===== src/rtl/sram_data_controller.sv =====
// MEM-stage data-memory responder: turns one 32-bit read/write request into two
// 16-bit phases on an external single-port SRAM, holding ready low while busy.
module sram_data_controller #(
  parameter int BASE_ADDR   = 1024,
  parameter int WAIT_CYCLES = 2,
  parameter int SRAM_AW     = 18
) (
  input  logic               clk,
  input  logic               rst,
  input  logic               rdEn,
  input  logic               wrEn,
  input  logic [31:0]        address,
  input  logic [31:0]        writeData,
  output logic [31:0]        readData,
  output logic               ready,
  output logic [SRAM_AW-1:0] sramAddr,
  output logic               sramWeN,
  output logic [15:0]        sramDqOut,
  output logic               sramDqOe,
  input  logic [15:0]        sramDqIn
);

  typedef enum logic [1:0] {
    IDLE = 2'd0,
    LO   = 2'd1,
    HI   = 2'd2,
    DONE = 2'd3
  } state_t;

  localparam logic [31:0] BASE_C   = 32'(BASE_ADDR);
  localparam logic [3:0]  RELOAD_C = 4'(WAIT_CYCLES - 1);

  state_t               state_r, nextState_s;
  logic [3:0]           count_r, nextCount_s;
  logic                 isWrite_r, nextIsWrite_s;
  logic [SRAM_AW-2:0]   word_r, nextWord_s;
  logic [31:0]          data_r, nextData_s;
  logic [15:0]          lowTemp_r, nextLowTemp_s;
  logic [31:0]          nextReadData_s;
  logic [SRAM_AW-1:0]   nextSramAddr_s;
  logic                 nextWeN_s;
  logic                 nextOe_s;
  logic [15:0]          nextDqOut_s;
  logic                 req_s;
  logic [31:0]          offset_s;
  logic                 unusedOffset_s;

  assign req_s          = rdEn | wrEn;
  assign offset_s       = address - BASE_C;
  assign unusedOffset_s = ^{offset_s[31:SRAM_AW+1], offset_s[1:0]};
  assign ready          = ((state_r == IDLE) && !req_s) || (state_r == DONE);

  // Next-state, request latching, and the SRAM pin values for the state being entered.
  always_comb begin
    nextState_s    = state_r;
    nextCount_s    = count_r;
    nextIsWrite_s  = isWrite_r;
    nextWord_s     = word_r;
    nextData_s     = data_r;
    nextLowTemp_s  = lowTemp_r;
    nextReadData_s = readData;
    nextSramAddr_s = sramAddr;
    nextWeN_s      = 1'b1;
    nextOe_s       = 1'b0;
    nextDqOut_s    = sramDqOut;
    case (state_r)
      IDLE: begin
        if (req_s) begin
          nextState_s   = LO;
          nextCount_s   = RELOAD_C;
          nextIsWrite_s = wrEn;
          nextWord_s    = offset_s[SRAM_AW:2];
          nextData_s    = writeData;
        end else begin
          nextState_s = IDLE;
        end
      end
      LO: begin
        if (count_r == 4'd0) begin
          nextState_s = HI;
          nextCount_s = RELOAD_C;
          if (isWrite_r) begin
            nextLowTemp_s = lowTemp_r;
          end else begin
            nextLowTemp_s = sramDqIn;
          end
        end else begin
          nextCount_s = count_r - 4'd1;
        end
      end
      HI: begin
        if (count_r == 4'd0) begin
          nextState_s = DONE;
          if (isWrite_r) begin
            nextReadData_s = readData;
          end else begin
            nextReadData_s = {sramDqIn, lowTemp_r};
          end
        end else begin
          nextCount_s = count_r - 4'd1;
        end
      end
      DONE:    nextState_s = IDLE;
      default: nextState_s = IDLE;
    endcase
    // Pins are registered, so they are computed from the state about to be entered.
    case (nextState_s)
      LO: begin
        nextSramAddr_s = {nextWord_s, 1'b0};
        nextWeN_s      = ~nextIsWrite_s;
        nextOe_s       = nextIsWrite_s;
        if (nextIsWrite_s) begin
          nextDqOut_s = nextData_s[15:0];
        end else begin
          nextDqOut_s = sramDqOut;
        end
      end
      HI: begin
        nextSramAddr_s = {nextWord_s, 1'b1};
        nextWeN_s      = ~nextIsWrite_s;
        nextOe_s       = nextIsWrite_s;
        if (nextIsWrite_s) begin
          nextDqOut_s = nextData_s[31:16];
        end else begin
          nextDqOut_s = sramDqOut;
        end
      end
      default: begin
        nextWeN_s = 1'b1;
        nextOe_s  = 1'b0;
      end
    endcase
  end

  // State, latched request and registered SRAM pins.
  always_ff @(posedge clk or posedge rst) begin
    if (rst) begin
      state_r   <= IDLE;
      count_r   <= 4'd0;
      isWrite_r <= 1'b0;
      word_r    <= '0;
      data_r    <= 32'd0;
      lowTemp_r <= 16'd0;
      readData  <= 32'd0;
      sramAddr  <= '0;
      sramWeN   <= 1'b1;
      sramDqOut <= 16'd0;
      sramDqOe  <= 1'b0;
    end else begin
      state_r   <= nextState_s;
      count_r   <= nextCount_s;
      isWrite_r <= nextIsWrite_s;
      word_r    <= nextWord_s;
      data_r    <= nextData_s;
      lowTemp_r <= nextLowTemp_s;
      readData  <= nextReadData_s;
      sramAddr  <= nextSramAddr_s;
      sramWeN   <= nextWeN_s;
      sramDqOut <= nextDqOut_s;
      sramDqOe  <= nextOe_s;
    end
  end

endmodule

===== config.mk =====
export PLATFORM = sky130hd
export DESIGN_NAME = sram_data_controller
export DESIGN_NICKNAME = d
export VERILOG_FILES = /design/src/rtl/sram_data_controller.sv
export SDC_FILE = /design/constraint.sdc
export NUM_CORES = 1
export LEC_CHECK = 0
export ABC_AREA = 0
export CORE_ASPECT_RATIO = 1.75
export CORE_MARGIN = 5
export CORE_UTILIZATION = 45
export CTS_BUF_LIST = sky130_fd_sc_hd__clkbuf_8 sky130_fd_sc_hd__clkbuf_16
export CTS_CLUSTER_DIAMETER = 120
export DETAILED_ROUTE_END_ITERATION = 7
export PLACE_DENSITY = 0.76
export REMOVE_ABC_BUFFERS = 1
export SKIP_CTS_REPAIR_TIMING = 1
export SLEW_MARGIN = 40
export SYNTH_ARGS = -nofsm -noshare
export SYNTH_HDL_FRONTEND = slang
export SYNTH_SLANG_ARGS = --single-unit

===== constraint.sdc =====
create_clock -name clk -period 7.4 [get_ports clk]
set_input_delay 1.11 -clock clk [delete_from_list [all_inputs] [get_ports clk]]
set_output_delay 1.11 -clock clk [all_outputs]
set_load 0.01 [all_outputs]

==> impl_results.rst <==
.. list-table::
   :header-rows: 1

   * - Metric
     - Value
   * - Initial antenna violation count
     - 0
   * - Initial Utilization
     - 0.4534
   * - Diode insertion count for antenna repair
     - 0
   * - Violation count after the first detailed-routing iteration
     - 118
   * - Final setup TNS
     - 0 ps
   * - Run status
     - complete, no violations
   * - Minimum period implied by the final worst setup slack
     - 3877 ps
   * - GRT Util Overall
     - 0.1677
   * - Critical Path RT
     - 7690 ps
   * - Most common cell after layout, fill and taps aside
     - sky130_fd_sc_hd__dfrtp_1
   * - DR WL/cell
     - between 15 and 20 µm
   * - Largest net degree at the start of global routing
     - 76
   * - Post-route ant nets
     - 0
   * - Seq/Total Area, Yosys
     - 0.5837
   * - CTS Root Cell
     - sky130_fd_sc_hd__clkbuf_16
   * - Worst slew margin relative to its limit
     - 0.5071
   * - CP max-delay cell
     - sky130_fd_sc_hd__o21a_2
   * - Dpl hpwl
     - 8998 µm
   * - Area overhead of the layout relative to synthesis
     - 34.92%
   * - Clock Sink Count
     - between 100 and 150
   * - Number of vias after detailed routing
     - 4083
   * - Number of iterations in the first detailed-routing pass
     - 5
   * - Fin nets
     - about 710
   * - Bufs on Longest Clock Path
     - 2
   * - Smallest hold slack
     - about 470 ps
   * - Synth warnings
     - 0
   * - Crit-path cells
     - clkdlybuf4s50_1, o21a_2, nor2_1, ha_2, or2_2, a21oi_4, mux2_2
   * - Core ar.
     - roughly 13000 µm²
   * - Most instantiated flip-flop cell in the synthesis netlist
     - sky130_fd_sc_hd__dfrtp_1
   * - Final count of hold timing violations
     - 0
   * - Skew-Pair Late Insertion Delay
     - 410 ps
   * - Final WS setup
     - 3523 ps
   * - Cell row count
     - 56
   * - Global-route wire length before repair
     - 21290 µm
   * - Total global routing overflow
     - 0
   * - Endpoint kind of the worst setup timing path
     - flip-flop
   * - Drt drc
     - 0
   * - Number of synthesized flops with an enable pin
     - 0
   * - Clock H-tree levels
     - 4
   * - Number of global-route vias before repair
     - 4420
   * - Number of vias per cell after detailed routing
     - 5.104
   * - Ratio of cells with drive above 1 in the final layout
     - 0.2316
   * - Leakage
     - 3.618 nW
   * - RSZ-0062 raised after global routing
     - false
   * - Class of the tightest hold or removal check
     - flip-flop to flip-flop
   * - Crit-path leading delay family
     - compound AO/OA/AOI/OAI gates
   * - Die extent in x
     - 97.32 µm
   * - Clock slew at reported path FFs
     - 60 ps
   * - Final weighted congestion of routability-driven global placement
     - 0.8198
   * - Largest fanout on the critical path
     - 34
   * - Final Max Tran Viols
     - 0
   * - Post-synthesis register bit count
     - 140
   * - Avg Inst Size Synth
     - 12.56 µm²
   * - Kind of launch point of the worst setup path
     - input port
   * - Y dimension of the die
     - 162.8 µm
   * - Share of the clock period used by the worst path
     - 0.5240
   * - Netlist Area Pre-Place
     - 6005 µm²
   * - Number of instances in the synthesized netlist
     - 478
   * - Setup violation total in the final timing report
     - 0
   * - Combined buffer and inverter count along the critical path
     - 1
   * - Maximum VDD drop
     - 0.2570 mV
   * - PortBufs
     - 137
   * - Maximum achievable frequency
     - 257.9 MHz
   * - Total of max-cap violations
     - 0
   * - Number of top-level pins
     - roughly 150
   * - Area of the die
     - 15840 µm²
   * - Setup Skew
     - 6.727 ps
   * - Pin slew with the least headroom to its limit
     - 736.7 ps
   * - Power per standard cell area
     - about 490 nW/µm²
   * - Proportion of register bits with asynchronous set or reset after synthesis
     - 1.000
   * - Worst Setup Slack post-DPL
     - 3017 ps
   * - Most used cells in the layout excluding fill and tap cells
     - sky130_fd_sc_hd__dfrtp_1, sky130_fd_sc_hd__clkdlybuf4s50_1, sky130_fd_sc_hd__nand2_1
   * - Routed Wire Length
     - roughly 13000 µm
   * - Distinct cells, synth
     - 44
   * - Clock buffers created by TritonCTS
     - 17
   * - TritonCTS clock tree
     - built
   * - Critical Setup Path Class
     - input port to flip-flop
   * - Largest incremental delay on the critical path
     - 660 ps
   * - Data arrival time of the critical path
     - 4170 ps
==> cells in the mapped netlist, types with 2 or more instances <==
cell	instances	area share
sky130_fd_sc_hd__mux2_1	2	0.0038
sky130_fd_sc_hd__nand2b_1	3	0.0031
sky130_fd_sc_hd__o221ai_1	2	0.0029
sky130_fd_sc_hd__mux2_2	77	0.14
sky130_fd_sc_hd__mux4_2	16	0.060
sky130_fd_sc_hd__nor2_1	8	0.0050
sky130_fd_sc_hd__nand2_1	129	0.081
sky130_fd_sc_hd__a21o_1	2	0.0025
sky130_fd_sc_hd__nor3b_1	2	0.0025
sky130_fd_sc_hd__o31ai_1	3	0.0038
sky130_fd_sc_hd__dfrtp_1	139	0.58
sky130_fd_sc_hd__or3_1	2	0.0021
sky130_fd_sc_hd__a31oi_1	2	0.0021
sky130_fd_sc_hd__clkbuf_1	7	0.0044
sky130_fd_sc_hd__buf_1	4	0.0025
sky130_fd_sc_hd__a21oi_1	5	0.0042
sky130_fd_sc_hd__buf_2	5	0.0042
sky130_fd_sc_hd__buf_6	5	0.0094
sky130_fd_sc_hd__ha_1	10	0.021
sky130_fd_sc_hd__buf_4	2	0.0025
sky130_fd_sc_hd__nor4_1	2	0.0021
sky130_fd_sc_hd__xnor2_1	4	0.0058
sky130_fd_sc_hd__o21ai_0	11	0.0092
sky130_fd_sc_hd__or2_2	4	0.0042
sky130_fd_sc_hd__inv_1	12	0.0075
sky130_fd_sc_hd__nand2_2	2	0.0021
==> state kept, by name, summed over array words and instances, names as in the netlist <==
register   cells
word_r        17
data_r        32
sramWeN        1
sramDqOut     16
lowTemp_r     16
state_r        2
isWrite_r      1
readData      32
sramAddr      18
sramDqOe       1
count_r        4
==> worst paths after layout <==
path                            start  slack (ps)            end  cells after the start
hold reg to reg             word_r[1]         470      word_r[1]                      2
setup reg to reg           state_r[0]        3880  sramDqOut[13]                      8
hold / removal              word_r[1]         470      word_r[1]                      2
max in group asynchronous         rst        5150   sramDqOut[6]                      3
min in group asynchronous         rst        1170   readData[11]                      2
setup / recovery                 wrEn        3520  sramDqOut[13]                      7
==> kinds of logic after synthesis <==
family | Yosys count | synth area share
fa+ha+maj | 10 | 0.02084
simple gates | 161 | 0.1154
mux | 95 | 0.2082
flops | 140 | 0.5837
compound gates | 32 | 0.03334
xor+xnor | 4 | 0.005834
buf+inv | 36 | 0.03271
==> area by class of cell <==
class	count	area, µm²
well taps	174	217.7
repair buffers	140	1398
clock buffers	17	425.4
clock inverters	15	177.7
flip-flops and latches	140	3505
inverters	12	50.05
fillers	1029	5141
multi-input cells	302	2328
==> metal layers <==
metal,up-vias,wire length (µm),share of wire,track usage
met2,117,6792,0.53,0.2997
met3,22,722,0.056,0.05358
met4,0,321,0.025,0.07183
met5,-,0,0,0
met1,2045,4988,0.39,0.1822
li1,1899,-,-,-
==> through the flow <==
step	instance area [µm²]	cells	util	total power, mW
after floorplan	5853	454	-	2.434
after global placement	7482	768	0.5650	3.025
after detailed placement	7495	768	0.5659	3.124
after CTS	8098	800	0.6115	4.003
after global routing	8102	800	0.6118	4.213
final	8102	800	0.6118	3.943
==> where the power goes <==
part           total, mW  internal [mW]  switching [mW]  leakage [nW]
registers           1.34           1.15           0.184          1.71
clock network      0.859          0.510           0.348         0.293
logic               1.75          0.960           0.787          1.62
total               3.94           2.62            1.32          3.62
==> worst min-delay path: stages (launching register included) <==
cell,delay (ps)
sky130_fd_sc_hd__dfrtp_1,320
sky130_fd_sc_hd__nand2_1,40
sky130_fd_sc_hd__nand2_1,70
Power figures use the tool's default switching activity.
==> edit 1: new RTL, same flow settings <==
The parameter `SRAM_AW` goes from 18 to 9.
--- a/src/rtl/sram_data_controller.sv
+++ b/src/rtl/sram_data_controller.sv
@@ -5,3 +5,3 @@
   parameter int WAIT_CYCLES = 2,
-  parameter int SRAM_AW     = 18
+  parameter int SRAM_AW     = 9
 ) (
Ports: changed (resized sramAddr); port bits go from 153 to 144. No check against the original RTL was run, so the function may have changed too.
==> edit 1 against the original RTL <==
  * Sequential cell count is 18 lower
  * Critical endpoint is now sramDqOut[14]
  * Synthesized cell count is 33% lower
  * Wire length is 17% lower
  * Global-route usage is 0.68 points lower
  * Combinational power is 17% lower
  * Total power is 11% lower
  * Sequential power is 12% lower
  * Area after synthesis is 13% lower
  * Final area is 12% lower
  * Hold slack better by 11 ps
  * Sequential share of layout area is 0.41 points lower
  * Critical path depth stayed put
  * Worst setup slack worse by 110 ps
==> edit 1: results (changes against the original RTL) <==
Synth area leaders -> dfrtp_1, mux2_2, mux2_1 (was dfrtp_1, mux2_2, nand2_1)
Peak supply drop -> 0.282 mV (was 0.257 mV)
Vias in the first global route -> 3568 (was 4420)
Outcome -> completed (unchanged)
Synth Instances -> 322 (was 478)
WL/cell -> 17.8 µm (was 16.0 µm)
Buffering overhead -> 17.1% (was 17.3%)
Non-CTS inverters -> 7 (was 12)
Met3 routed wirelength -> 571 µm (was 722 µm)
Fraction of the mapped netlist area in adder cells -> 2.16% (was 2.08%)
Hold Startpoint -> lowTemp_r[4] (was word_r[1])
Port buffer count -> 119 (was 137)
CP arrival -> 4270 ps (was 4170 ps)
Reg area -> 3050 µm² (was 3500 µm²)
Crit-path max FO -> 57 (was 34)
First DRT Iteration DRCs -> 103 (was 118)
Critical-path top delay cell -> a31oi_4 (was o21a_2)
Worst r2r src -> count_r[0] (was state_r[0])
Met2 wire length -> 6.03 mm (was 6.79 mm)
Sink of the worst hold path -> readData[4] (was word_r[1])
DR pass1 iterations -> 4 (was 5)
Dpl hpwl -> 7.54 mm (was 9.00 mm)
Synth Area in XOR/XNOR -> 0% (was 0.583%)
End of the critical path -> sramDqOut[14] (was sramDqOut[13])
Number of synthesized register bits -> 122 (was 140)
Yosys cell types -> 36 (was 44)
Multiplexer share of the synthesized area -> 31.3% (was 20.8%)
==> edit 1: changes by cell type after synthesis, moves of 4 or more <==
| cell | change |
|---|---|
| nor2_1 | -5 |
| o21ai_0 | -9 |
| xnor2_1 | -4 |
| buf_2 | +4 |
| mux2_1 | +38 |
| mux2_2 | -4 |
| inv_1 | -5 |
| nand2_1 | -126 |
| or2_2 | -4 |
| clkbuf_1 | -7 |
| dfrtp_1 | -18 |
==> edit 1: through the flow <==
step           power, µW  area [µm²]  worst slack, ps  util, %  hold WS, ps
4_1_cts             3560        7120             3360     62.2          485
3_5_place_dp        2690        6510             2930     56.8          473
3_3_place_gp        2620        6510             2980     56.8          461
5_1_grt             3720        7130             3230     62.2          502
6_report            3500        7130             3420     62.2          480
2_1_floorplan       2090        5120             2760        -          452
==> edit 1: report_power, final <==
part	internal, µW	leakage, µW	switching [µW]
sequential	1020	0.00143	164
clock	537	0.000299	316
combinational	873	0.00121	590
==> edit 2: new RTL, same settings <==
Without the edit above. Encoding of `state_t`: now one-hot (4 bits for 4 states).
--- a/src/rtl/sram_data_controller.sv
+++ b/src/rtl/sram_data_controller.sv
@@ -22,7 +22,7 @@
 
-  typedef enum logic [1:0] {
-    IDLE = 2'd0,
-    LO   = 2'd1,
-    HI   = 2'd2,
-    DONE = 2'd3
+  typedef enum logic [3:0] {
+    IDLE = 4'b0001,
+    LO   = 4'b0010,
+    HI   = 4'b0100,
+    DONE = 4'b1000
   } state_t;
Behaviour: same outputs for any inputs over 4 cycles, from zero or initial values and one cycle with rst high; so few cycles prove little.
==> edit 2 against the original RTL <==
  * Final cell count decreased by 12%
  * Total power fell by 13%
  * Clock skew about the same
  * Wire length decreased by 5.9%
  * Sequential cell count increased by 2
  * Global-route usage down 0.92 points
  * Worst setup slack lost 130 ps
  * Final area fell by 1.2%
  * Area after synthesis down 1.5%
  * Synthesized cell count fell by 21%
  * Via count down 15%
  * Largest cell class unchanged
==> edit 2: results (changes against the original RTL) <==
Outcome -> completed (unchanged)
R2r worst-path depth -> 6 (was 8)
Rel. slew slack -> 47.5% (was 50.7%)
Yosys cell types -> 37 (was 44)
CTS H-tree lvls -> 4 (unchanged)
Layout cell share with drive strength beyond 1 -> 31.9% (was 23.2%)
Clock Skews -> 6.96 ps (was 6.73 ps)
Synth area leaders -> dfrtp_1, mux2_2, mux2_4 (was dfrtp_1, mux2_2, nand2_1)
Post-synth top area share -> 59.2% (was 57.9%)
Number of buffers created by CTS -> 17 (unchanged)
Leak -> 0.00356 µW (was 0.00362 µW)
FFs w/ async S/R, synth -> 100% (unchanged)
Crit-path max FO -> 3 (was 34)
Peak supply drop -> 0.202 mV (was 0.257 mV)
Placer Congestion -> 0.775 (was 0.820)
Antenna cells -> 0 (unchanged)
Largest net degree at the start of global routing -> 74 (was 76)
Top cells by count, synth -> dfrtp_1, mux2_2, mux2_4 (was dfrtp_1, nand2_1, mux2_2)
Total track usage -> 15.8% (was 16.8%)
Final WL -> 12.1 mm (was 12.8 mm)
Worst slack at placement -> 3440 ps (was 3020 ps)
DR pass1 iterations -> 4 (was 5)
Synth Warn # -> 0 (unchanged)
Worst Hold Depth -> 1 (was 2)
GR Layer Usage met1 -> 16.9% (was 18.2%)
Met3 Use GR -> 4.71% (was 5.36%)
Hold Startpoint -> lowTemp_r[9] (was word_r[1])
Layout net count -> 610 (was 707)
M2 GR Usage -> 28.4% (was 30.0%)
Worst r2r src -> state_r[0] (unchanged)
Placed inst area -> 7440 µm² (was 7490 µm²)
DR vias -> 3479 (was 4083)
Root Driver -> clkbuf_16 (unchanged)
CP arrival -> 2900 ps (was 4170 ps)
Port buffer count -> 137 (unchanged)
Vias in the first global route -> 3859 (was 4420)
Dpl hpwl -> 8.52 mm (was 9.00 mm)
Hold/Removal Path Class -> flip-flop to flip-flop (unchanged)
First DRT Iteration DRCs -> 56 (was 118)
First-pass GRT wire length -> 19.7 mm (was 21.3 mm)
Seq/Total Area, Yosys -> 60.1% (was 58.4%)
Clock Tree Buf Depth -> 2 (unchanged)
CP Launch Point -> wrEn (unchanged)
## edit 2: logic make-up (layout without fill, tap and decap cells)
| kind of cell | after synthesis | in the layout | share of synthesized area (%) |
|---|---|---|---|
| fa+ha+maj | 3 | 3 | 0.635 |
| simple gates | 48 | 48 | 4.74 |
| flops | 142 | 142 | 60.1 |
| buf+inv | 23 | 180 | 2.18 |
| compound gates | 14 | 14 | 1.38 |
| mux | 140 | 140 | 29.6 |
| xor+xnor | 9 | 9 | 1.33 |
## edit 2: layout make-up
cell class,instances,area (µm²)
inverter,8,35.0
fill,1008,4930
timing repair buffer,140,1400
sequential,142,3560
tap,171,214
multi-input combinational,214,2240
clock inverter,14,124
clock buffer,18,439
## edit 2: path summary, 6_finish.rpt
| path | to | slack [ps] |
|---|---|---|
| min | readData[9] | 480 |
| min reg2reg | readData[9] | 480 |
| min in group asynchronous | readData[27] | 1180 |
| max in group asynchronous | word_r[15] | 5180 |
| max reg2reg | sramDqOut[10] | 4860 |
| max | ready | 3390 |
## edit 2: critical path: stages
cell             delay, ps
clkdlybuf4s50_1        440
or2_2                  380
nor2_1                 110
mux2i_1                 80
nor3_1                 190
clkdlybuf4s50_1        600
## edit 2: layer usage
metal	routed length, µm	part of all wire (%)
met1	4650	39
met2	6600	55
met3	510	4.2
met4	304	2.5
met5	0	0
## edit 2: metrics by stage
| step | cells | hold slack (ps) |
|---|---|---|
| 6_report | 707 | 483 |
| 5_1_grt | 707 | 500 |
| 4_1_cts | 707 | 486 |
| 3_5_place_dp | 675 | 474 |
| 3_3_place_gp | 675 | 461 |
| 2_1_floorplan | 364 | 452 |
## edit 2: report_power, final
group          switching [µW]  internal (µW)
Combinational             528            826
Sequential                156           1120
Clock                     353            450
